[config.mk]
export PLATFORM = sky130hd
export DESIGN_NAME = oam_dma_ctrl
export DESIGN_NICKNAME = d
export VERILOG_FILES = /design/src/rtl/oam_dma_ctrl.sv
export SDC_FILE = /design/constraint.sdc
export NUM_CORES = 1
export LEC_CHECK = 0
export BUFFER_PORTS_ARGS = -buffer_cell sky130_fd_sc_hd__buf_2
export CAP_MARGIN = 10
export CORE_ASPECT_RATIO = 0.9
export CORE_MARGIN = 2
export CORE_UTILIZATION = 43
export DETAILED_ROUTE_END_ITERATION = 10
export HOLD_SLACK_MARGIN = 0.1
export PLACE_DENSITY_LB_ADDON = 0.3
export SLEW_MARGIN = 10
export SYNTH_ARGS = -nofsm -noshare
export SYNTH_HDL_FRONTEND = slang
export SYNTH_SLANG_ARGS = --single-unit
[constraint.sdc]
create_clock -name clk -period 1.44 [get_ports clk]
set_input_delay 0.144 -clock clk [delete_from_list [all_inputs] [get_ports clk]]
set_output_delay 0.144 -clock clk [all_outputs]
set_load 0.005 [all_outputs]
[src/rtl/oam_dma_ctrl.sv]
// oam_dma_ctrl: OAM DMA engine and CPU/DMA bus arbiter in front of an asynchronous memory.
// Optional OAM_DMA_READBACK_EN makes the DMA register readable by the CPU.
module oam_dma_ctrl #(
    parameter int                    ADDR_WIDTH   = 16,
    parameter int                    DATA_WIDTH   = 8,
    parameter logic [ADDR_WIDTH-1:0] DMA_REG_ADDR = 16'hFF46,
    parameter logic [ADDR_WIDTH-1:0] OAM_BASE     = 16'hFE00,
    parameter int                    XFER_LEN     = 160
) (
    input  logic                  clk,
    input  logic                  rst_n,
    input  logic [ADDR_WIDTH-1:0] cpu_addr,
    input  logic [DATA_WIDTH-1:0] cpu_wdata,
    input  logic                  cpu_wr_en,
    input  logic                  cpu_rd_en,
    output logic [DATA_WIDTH-1:0] cpu_rdata,
    output logic [ADDR_WIDTH-1:0] mem_addr,
    output logic [DATA_WIDTH-1:0] mem_wdata,
    output logic                  mem_wr_en,
    output logic                  mem_rd_en,
    input  logic [DATA_WIDTH-1:0] mem_rdata,
    output logic                  dma_active
);
    typedef enum logic [1:0] {IDLE, START, READ, WRITE} state_t;
    state_t                state, state_nxt;
    logic [7:0]            src_hi, idx, src_fold;
    logic [DATA_WIDTH-1:0] data_buf;
    logic                  dma_wr, dma_rd, last;
    assign dma_wr   = cpu_wr_en && cpu_addr == DMA_REG_ADDR;
    assign dma_rd   = cpu_rd_en && cpu_addr == DMA_REG_ADDR;
    assign last     = idx == 8'(XFER_LEN - 1);
    // Pages 0xE0-0xFF are echo RAM; fold them onto 0xC0-0xDF.
    assign src_fold = cpu_wdata[7:5] == 3'b111 ? cpu_wdata[7:0] - 8'h20 : cpu_wdata[7:0];
    always_ff @(posedge clk or negedge rst_n) begin
        if (!rst_n) begin
            state    <= IDLE;
            src_hi   <= '0;
            idx      <= '0;
            data_buf <= '0;
        end else begin
            state <= state_nxt;
            if (dma_wr) begin
                src_hi <= src_fold;
                idx    <= '0;
            end else if (state == WRITE && !last) begin
                idx <= idx + 8'd1;
            end
            if (state == READ) data_buf <= mem_rdata;
        end
    end
    always_comb begin
        state_nxt = dma_wr ? START :
                    state == START ? READ :
                    state == READ ? WRITE :
                    state == WRITE && !last ? READ : IDLE;
    end
    always_comb begin
        dma_active = state != IDLE;
        mem_addr   = state == IDLE ? cpu_addr :
                     state == WRITE ? OAM_BASE + ADDR_WIDTH'(idx) : ADDR_WIDTH'({src_hi, idx});
        mem_wdata  = state == WRITE ? data_buf : cpu_wdata;
        // A restart during a non-final byte abandons that byte; the final byte always lands.
        mem_wr_en  = state == IDLE ? cpu_wr_en && !dma_wr : state == WRITE && (last || !dma_wr);
        mem_rd_en  = state == IDLE ? cpu_rd_en && !dma_rd : state == READ;
`ifdef OAM_DMA_READBACK_EN
        cpu_rdata  = dma_rd ? DATA_WIDTH'(src_hi) : dma_active ? '1 : mem_rdata;
`else
        cpu_rdata  = dma_rd || dma_active ? '1 : mem_rdata;
`endif
    end
endmodule

# Word-level counts from Yosys, hierarchy flattened
# Cells that the tools add are included.
# totals
ff_bits,26
inputBits,36
out_inout_bits,35
elab_cells,40
# op_classes
n_addsub,3
n_eq_ne,6
muxes,13
n_reduce_logical,14
# ops
operator,n
8-bit 2-to-1 mux,5
16-bit 2-to-1 mux,2
"16-bit equality test, second input constant",1
"10-bit by 9-bit adder with 11-bit output, first input constant",1
"8-bit by 1-bit adder with 8-bit output, second input constant",1
"8-bit equality test, second input constant",1
2-bit 2-to-1 mux,4
"8-bit by 6-bit subtractor with 8-bit output, second input constant",1
1-bit logical AND,6
"2-bit equality test, second input constant",2
2-bit nonzero test,2
"3-bit equality test, second input constant",1
1-bit zero test,3
"2-bit by 1-bit equality test with 1-bit output, second input constant",1
2-bit zero test,1
1-bit logical OR,2
1-bit 2-to-1 mux,2

# Longest topological paths before layout
# Gate-level depths: netlist of run 1.
# logic_depth
word_depth,7
mapped_depth,6
ltp_nobuf,5

# Least setup slack after synthesis of run 1
# Ideal clock, no wire load.
# synth_timing
path_type,reg-to-output
start,register state[1]
end,output port cpu_rdata[0]
arrival_ns,1.410
required_time_ns,1.296
setup_slack_ns,-0.114
path_stages_with_launch,6
n_path_buf,1
cell_sequence,dfrtp_1 buf_2 nor2_4 inv_1 a21oi_1 or2b_1
# synth_between
elab_chain_len,3
# synth_lines
item,line,text
start: declaration,25,"state_t state, state_nxt;"
start signal: assignment,41,state <= state_nxt;
2-bit nonzero test,58,dma_active = state != IDLE;
net dma_active,22,output logic dma_active
1-bit logical OR,68,cpu_rdata = dma_rd || dma_active ? '1 : mem_rdata;
8-bit 2-to-1 mux,68,
end: declaration,16,"output logic [DATA_WIDTH-1:0] cpu_rdata,"
# The timed path passes the listed nets, and every way through them passes these cells.

# Worst setup path in the final report of run 1
# layout_timing
start,register state[1]
end,output port mem_wdata[0]
# layout_between
elab_chain_len,2
# layout_lines
item,line,text
2-bit equality test,61,mem_wdata = state == WRITE ? data_buf : cpu_wdata;
8-bit 2-to-1 mux,61,
end: declaration,18,"output logic [DATA_WIDTH-1:0] mem_wdata,"
# Every way passes these cells.

==> summary.txt, run 1 <==
Status
  • Failing checks: setup timing
  • Status: finished with violations

Detailed routing
  • Avg WL per Cell: 15.0 microns
  • DR pass1 iterations: 4
  • Initial DRC Count: 102
  • Final ANT Viol Nets: 0
  • Vias: 1627
  • Via density: 5.18
  • Drt total wl: 4.70 mm
  • # DRC: 0

Clocking
  • Clock Root Buffer: clkbuf_8
  • Clk_lat worst skew: 0.27 ns
  • Clk buf depth: 2
  • Num CTS Buffers: 3
  • H-tree depth: 1
  • CTS tree: built
  • Clock slew at reported path FFs: 0.09 ns
  • CTS Sinks: 26

Final layout
  • Area delta synth->final: 57.3%
  • Finished Cell Area: 2650 sq um
  • Final cell count without fillers: 314
  • Layout cells sized above 1: 0.608
  • Net count, final: 308
  • Diode count: 0

Place
  • Placed cells: 297
  • Post-DP Area: 2280 sq um
  • Port Buffer Count: 70
  • HPWL Detailed: 3.56 mm
  • Routability Congestion: 0.880

Yosys
  • Mapped cell area: 1680 sq um
  • Netlist cell types: 34
  • Ys async rst share: 1.00
  • Syn Area/Cell: 10.3 sq um
  • Top_reg_cell synth: dfrtp_1
  • Synth warn: 0
  • Post-Syn Nets: 202
  • Seq/Total Area, Yosys: 0.387
  • Post-Synthesis Cells: 163
  • Number of synthesized flops with an enable pin: 0
  • Yosys reg bits: 26

Timing
  • Relative slew slack: 0.598
  • Period utilization: 1.14
  • Final hold violation count: 0
  • Worst Skew: 0.00142 ns
  • Slew @ Worst Pin: 0.603 ns
  • Tmin final: 1.64 ns
  • # setup viols final: 34
  • Worst hold slack: 0.108 ns
  • RSZ-0062 raised after global routing: true
  • Max-slew violation count: 0
  • Final worst-path setup slack: -0.198 ns
  • Fmax achieved: 611 MHz

Critical path
  • Worst-path fanout max: 12
  • Worst setup EP type: output pin
  • R2R depth: 6
  • Critical Path Source Type: flip-flop
  • Critical path cell sequence: nand2_1 -> buf_12 -> mux2_2 -> buf_2
  • R2R setup slack: 0.05 ns
  • Crit-path slowest cell: dfrtp_2
  • CP peak stage delay: 0.46 ns
  • Critical path arrival: 1.49 ns
  • Reg-to-reg startpoint: idx[0]
  • Critical path required time: 1.30 ns
  • Critical path class: reg -> out
  • FF-to-FF End: idx[1]

Global routing
  • Vias in the first global route: 1669
  • Largest net degree at the start of global routing: 27
  • Total track usage: 0.219
  • First-pass GRT wire length: 7.75 mm
  • Overflow after GRT: 0
  • Initial antenna violation count: 0

Hold path
  • Worst Hold Class: in -> reg
  • Hold worst-path end: data_buf[2]
  • Hold path start: mem_rdata[2]
  • Worst hold path depth: 2

Floorplanning
  • Rows: 21
  • Die span in y: 63.3 microns
  • Die width: 69.9 microns
  • Full die area: 4430 sq um
  • IO Count: 71
  • Initial Util: 0.451
  • CORE AREA: 3730 sq um

Pwr
  • Pwr dens: 1800 nW/um^2
  • Max VDD drop: 0.000917 V
  • Pwr Total: 4.75 mW
  • P_leak: 1.27 nW

Job
  • # Max-Cap Violations: 0
-- worst max path at each step --
stage / from / end / cells past startpoint
2_1_floorplan: state[1] / cpu_rdata[0] / 5
3_3_place_gp: cpu_addr[5] / src_hi[5] / 5
3_5_place_dp: cpu_addr[5] / src_hi[5] / 5
4_1_cts: state[0] / cpu_rdata[0] / 5
5_1_grt: state[0] / cpu_rdata[6] / 5
6_report: state[1] / mem_wdata[0] / 4
-- synthesized netlist by cell type (4+ instances only) --
library cell	n	area, sq um
nand2_1	6	22.5
nand2b_1	7	43.8
mux2_2	26	293
xnor2_1	7	61.3
dfrtp_1	26	651
buf_2	5	25.0
nor2_1	15	56.3
nand3_1	4	20.0
inv_1	7	26.3
a21oi_1	13	65.1
mux2i_1	9	90.1
-- stage by stage --
step / worst slack (ns) / setup TNS [ns] / utilization
6_report: -0.198 / -4.81 / 0.709
5_1_grt: -0.269 / -7.21 / 0.709
4_1_cts: -0.185 / -4.60 / 0.675
3_5_place_dp: -0.152 / -1.88 / 0.611
3_3_place_gp: -0.0690 / -0.527 / 0.611
2_1_floorplan: -0.00296 / -0.00888 / -
-- power by group --
group	total (mW)	switching, mW	internal (mW)
clock network	0.606	0.234	0.372
registers	1.14	0.178	0.960
logic	3.01	1.28	1.73
total	4.75	1.69	3.06
-- layout by cell type, fill, tap and decap left out, types with 4 or more instances in the layout --
cell type  netlist  final
mux2i_1          9      8
nand3_1          4      4
buf_2            5     64
mux2_2          26     23
nand2_1          6      4
nor2_1          15     13
dfrtp_1         26     24
a21oi_1         13      8
inv_1            7      5
xnor2_1          7      7
nand2b_1         7      5
buf_6            0     12
buf_4            1     27
-- routing by layer --
layer / track usage / part of all wire / vias up
li1: - / - / 790
met4: 0.0457 / 0.013 / 0
met3: 0.0592 / 0.068 / 10
met5: 0 / 0 / -
met1: 0.290 / 0.43 / 765
met2: 0.362 / 0.49 / 62
-- cells by family after synthesis --
| family | Yosys count | share of synthesized area |
|---|---|---|
| AND/OR/NAND/NOR | 49 | 0.182 |
| AO/OA/AOI/OAI | 25 | 0.0848 |
| adder cells (fa/ha/maj) | 3 | 0.0223 |
| multiplexers | 38 | 0.248 |
| XOR/XNOR | 7 | 0.0365 |
| buffers and inverters | 15 | 0.0394 |
| flip-flops | 26 | 0.387 |
-- flip-flops by register name, summed over array words and instances, names as in the netlist --
name and cells:
idx 8, state 2, data_buf 8, src_hi 8
-- final cells by class --
cell class | instances | area, sq um
Multi-Input combinational cell | 122 | 1080
Clock inverter | 1 | 30.0
Clock buffer | 3 | 41.3
Tap cell | 46 | 57.6
Sequential cell | 26 | 653
Fill cell | 291 | 1090
Inverter | 7 | 32.5
Timing Repair Buffer | 109 | 748
-- timing repair --
item	CTS	global route
endpoints found under the hold margin	26	2
hold buffers	1	2
resized for setup	30	16
pin swaps	13	8
endpoints found under the setup margin	33	43
setup buffers	6	5
-- worst max-delay path, delay by kind of cell (launching register included) --
| family | cells | cell delay [ns] |
|---|---|---|
| flops | 1 | 0.46 |
| mux | 1 | 0.33 |
| buf+inv | 2 | 0.28 |
| simple gates | 1 | 0.14 |
Power figures use the tool's default switching activity.
==> run 2: changes to the inputs <==
Clock period 1.44 ns to 1.4 ns, I/O delays scaled along.
==> summary.txt, run 2 (synthesis gave the netlist of run 1 again) <==
Place
  • Placed cells: 294 (-1.0%)
  • HPWL Detailed: 3.22 mm (-9.4%)
  • Routability Congestion: 0.821 (-6.6%)
  • Setup slack after placement: -0.157 ns (-0.00505 ns)
  • Post-DP Area: 2260 sq um (-0.99%)
  • Port Buffer Count: 70 (unchanged)

Detailed routing
  • Avg WL per Cell: 16.6 microns (+11%)
  • DR pass1 iterations: 5 (+1)
  • Final ANT Viol Nets: 0 (unchanged)
  • Vias: 1709 (+5.0%)
  • # DRC: 0 (unchanged)
  • Initial DRC Count: 80 (-22%)
  • Via density: 5.41 (+4.4%)
  • Drt total wl: 5.23 mm (+11%)

Status
  • Failing checks: setup timing
  • Status: finished with violations

Final layout
  • Area delta synth->final: 63.0%
  • Diode count: 0 (unchanged)
  • Regs by FF count: data_buf (8), idx (8), src_hi (8)
  • Commonest non-fill, non-tap cells in the layout: buf_2 (60), buf_4 (25), dfrtp_1 (24)
  • Finished Cell Area: 2740 sq um (+3.6%)
  • Layout cells sized above 1: 0.648 (+0.0399)
  • Net count, final: 310 (+0.65%)
  • Final cell count without fillers: 316 (+0.64%)
  • Filler cells: 253 (-13%)
  • Commonest non-fill, non-tap cell in the layout: buf_2

Pwr
  • Max VDD drop: 0.00105 V (+15%)
  • P_leak: 1.32 nW (+4.3%)
  • Pwr dens: 1840 nW/um^2 (+2.5%)

Global routing
  • Overflow after GRT: 0 (unchanged)
  • Total track usage: 0.226 (+0.00633)
  • Vias in the first global route: 1633 (-2.2%)
  • Largest net degree at the start of global routing: 27 (unchanged)
  • First-pass GRT wire length: 7.91 mm (+2.1%)
  • Initial antenna violation count: 0 (unchanged)

Floorplanning
  • IO Count: 71 (unchanged)
  • Die span in y: 63.3 microns (unchanged)
  • Rows: 21 (unchanged)
  • Die width: 69.9 microns (unchanged)
  • Full die area: 4430 sq um (unchanged)
  • Initial Util: 0.451 (unchanged)
  • CORE AREA: 3730 sq um (unchanged)

Timing
  • Slew @ Worst Pin: 0.588 ns (-0.0159 ns)
  • RSZ-0062 raised after global routing: true
  • # setup viols final: 43 (+26%)
  • Tmin final: 1.68 ns
  • Final hold violation count: 0 (unchanged)
  • Fmax achieved: 594 MHz
  • Final worst-path setup slack: -0.283 ns (-0.0850 ns)
  • Period utilization: 1.20
  • Relative slew slack: 0.608 (+0.0106)
  • Max-slew violation count: 0 (unchanged)
  • Worst Skew: 0.00885 ns (+0.00743 ns)

Critical path
  • R2R setup slack: -0.01 ns (-0.06 ns)
  • Critical path arrival: 1.54 ns (+0.05 ns)
  • Worst-path fanout max: 8 (-4)
  • Critical path class: reg -> out
  • Critical Path Source Type: flip-flop
  • Worst setup EP type: output pin
  • R2R depth: 6 (unchanged)
  • Critical path required time: 1.26 ns (-0.04 ns)

Hold path
  • Worst Hold Class: in -> reg
  • Worst hold path depth: 2 (unchanged)

Clocking
  • CTS Sinks: 26 (unchanged)
  • Num CTS Buffers: 3 (unchanged)
  • Clk_lat worst skew: 0.28 ns (about the same)
  • CTS tree: built
  • Clock slew at reported path FFs: 0.10 ns (about the same)
  • Clock Root Buffer: clkbuf_8
  • Clk buf depth: 2 (unchanged)
  • H-tree depth: 1 (unchanged)

Job
  • # Max-Cap Violations: 0 (unchanged)
==> run 2: cell count changes in the layout (fill, tap and decap cells not counted), moves of 3 or more <==
| cell | previous run | this run |
|---|---|---|
| a21oi_1 | 8 | 3 |
| a21oi_2 | 3 | 8 |
| buf_12 | 3 | 0 |
| buf_2 | 64 | 60 |
| buf_6 | 12 | 18 |
| mux2_1 | 3 | 0 |
| mux2_2 | 23 | 18 |
| mux2_4 | 3 | 11 |
| nor2_1 | 13 | 10 |
| nor2_2 | 2 | 5 |
==> run 2: worst paths after layout <==
kind	startpoint	to
setup / recovery	state[1]	mem_wr_en
hold / removal	mem_rdata[0]	data_buf[0]
setup reg to reg	idx[0]	idx[1]
hold reg to reg	data_buf[0]	data_buf[0]
max in group asynchronous	rst_n	state[0]
min in group asynchronous	rst_n	idx[4]
==> run 2: timing repair <==
action | 4_1_cts | 5_1_grt
setup buffers | 13 | 0
cloned | 0 | 1
pin swaps | 10 | 8
hold buffers | 5 | 0
hold endpoints to repair | 30 | 0
resized for setup | 32 | 33
endpoints found under the setup margin | 33 | 56
==> run 2: power breakdown <==
part           switching (mW)  internal [mW]  leakage, nW
clock                   0.246          0.383       0.0357
combinational            1.41           1.83        0.965
sequential              0.194          0.988        0.321
total                    1.85           3.20         1.32
==> run 2: metrics by stage <==
| step | hold WS [ns] | util | setup TNS, ns | power [mW] |
|---|---|---|---|---|
| 2_1_floorplan | -0.156 | - | -0.167 | 2.53 |
| 3_3_place_gp | 0.175 | 0.605 | -2.17 | 3.53 |
| 3_5_place_dp | 0.171 | 0.605 | -2.41 | 3.56 |
| 4_1_cts | 0.101 | 0.697 | -4.71 | 4.65 |
| 5_1_grt | 0.107 | 0.735 | -8.38 | 5.36 |
| 6_report | 0.109 | 0.735 | -6.34 | 5.05 |
==> run 2: final cells by class <==
class / instances / area [sq um] / area share
Clock buffer: 3 / 41.3 / 0.0151
Clock inverter: 1 / 30.0 / 0.0110
Inverter: 7 / 30.0 / 0.0110
Multi-Input combinational cell: 123 / 1160 / 0.423
Sequential cell: 26 / 653 / 0.238
Tap cell: 46 / 57.6 / 0.0210
Timing Repair Buffer: 110 / 771 / 0.281
==> run 2: metal layers <==
metal / GRT usage / part of all wire
met5: 0 / 0
met4: 0.0769 / 0.023
met3: 0.0352 / 0.047
met2: 0.392 / 0.51
met1: 0.286 / 0.42
==> run 2: worst max-delay path, stage by stage, from the launching register on <==
cell and delay (ns):
dfrtp_2 0.46, nor2_4 0.14, buf_4 0.17, a21boi_1 0.08, o22ai_1 0.25, buf_2 0.17
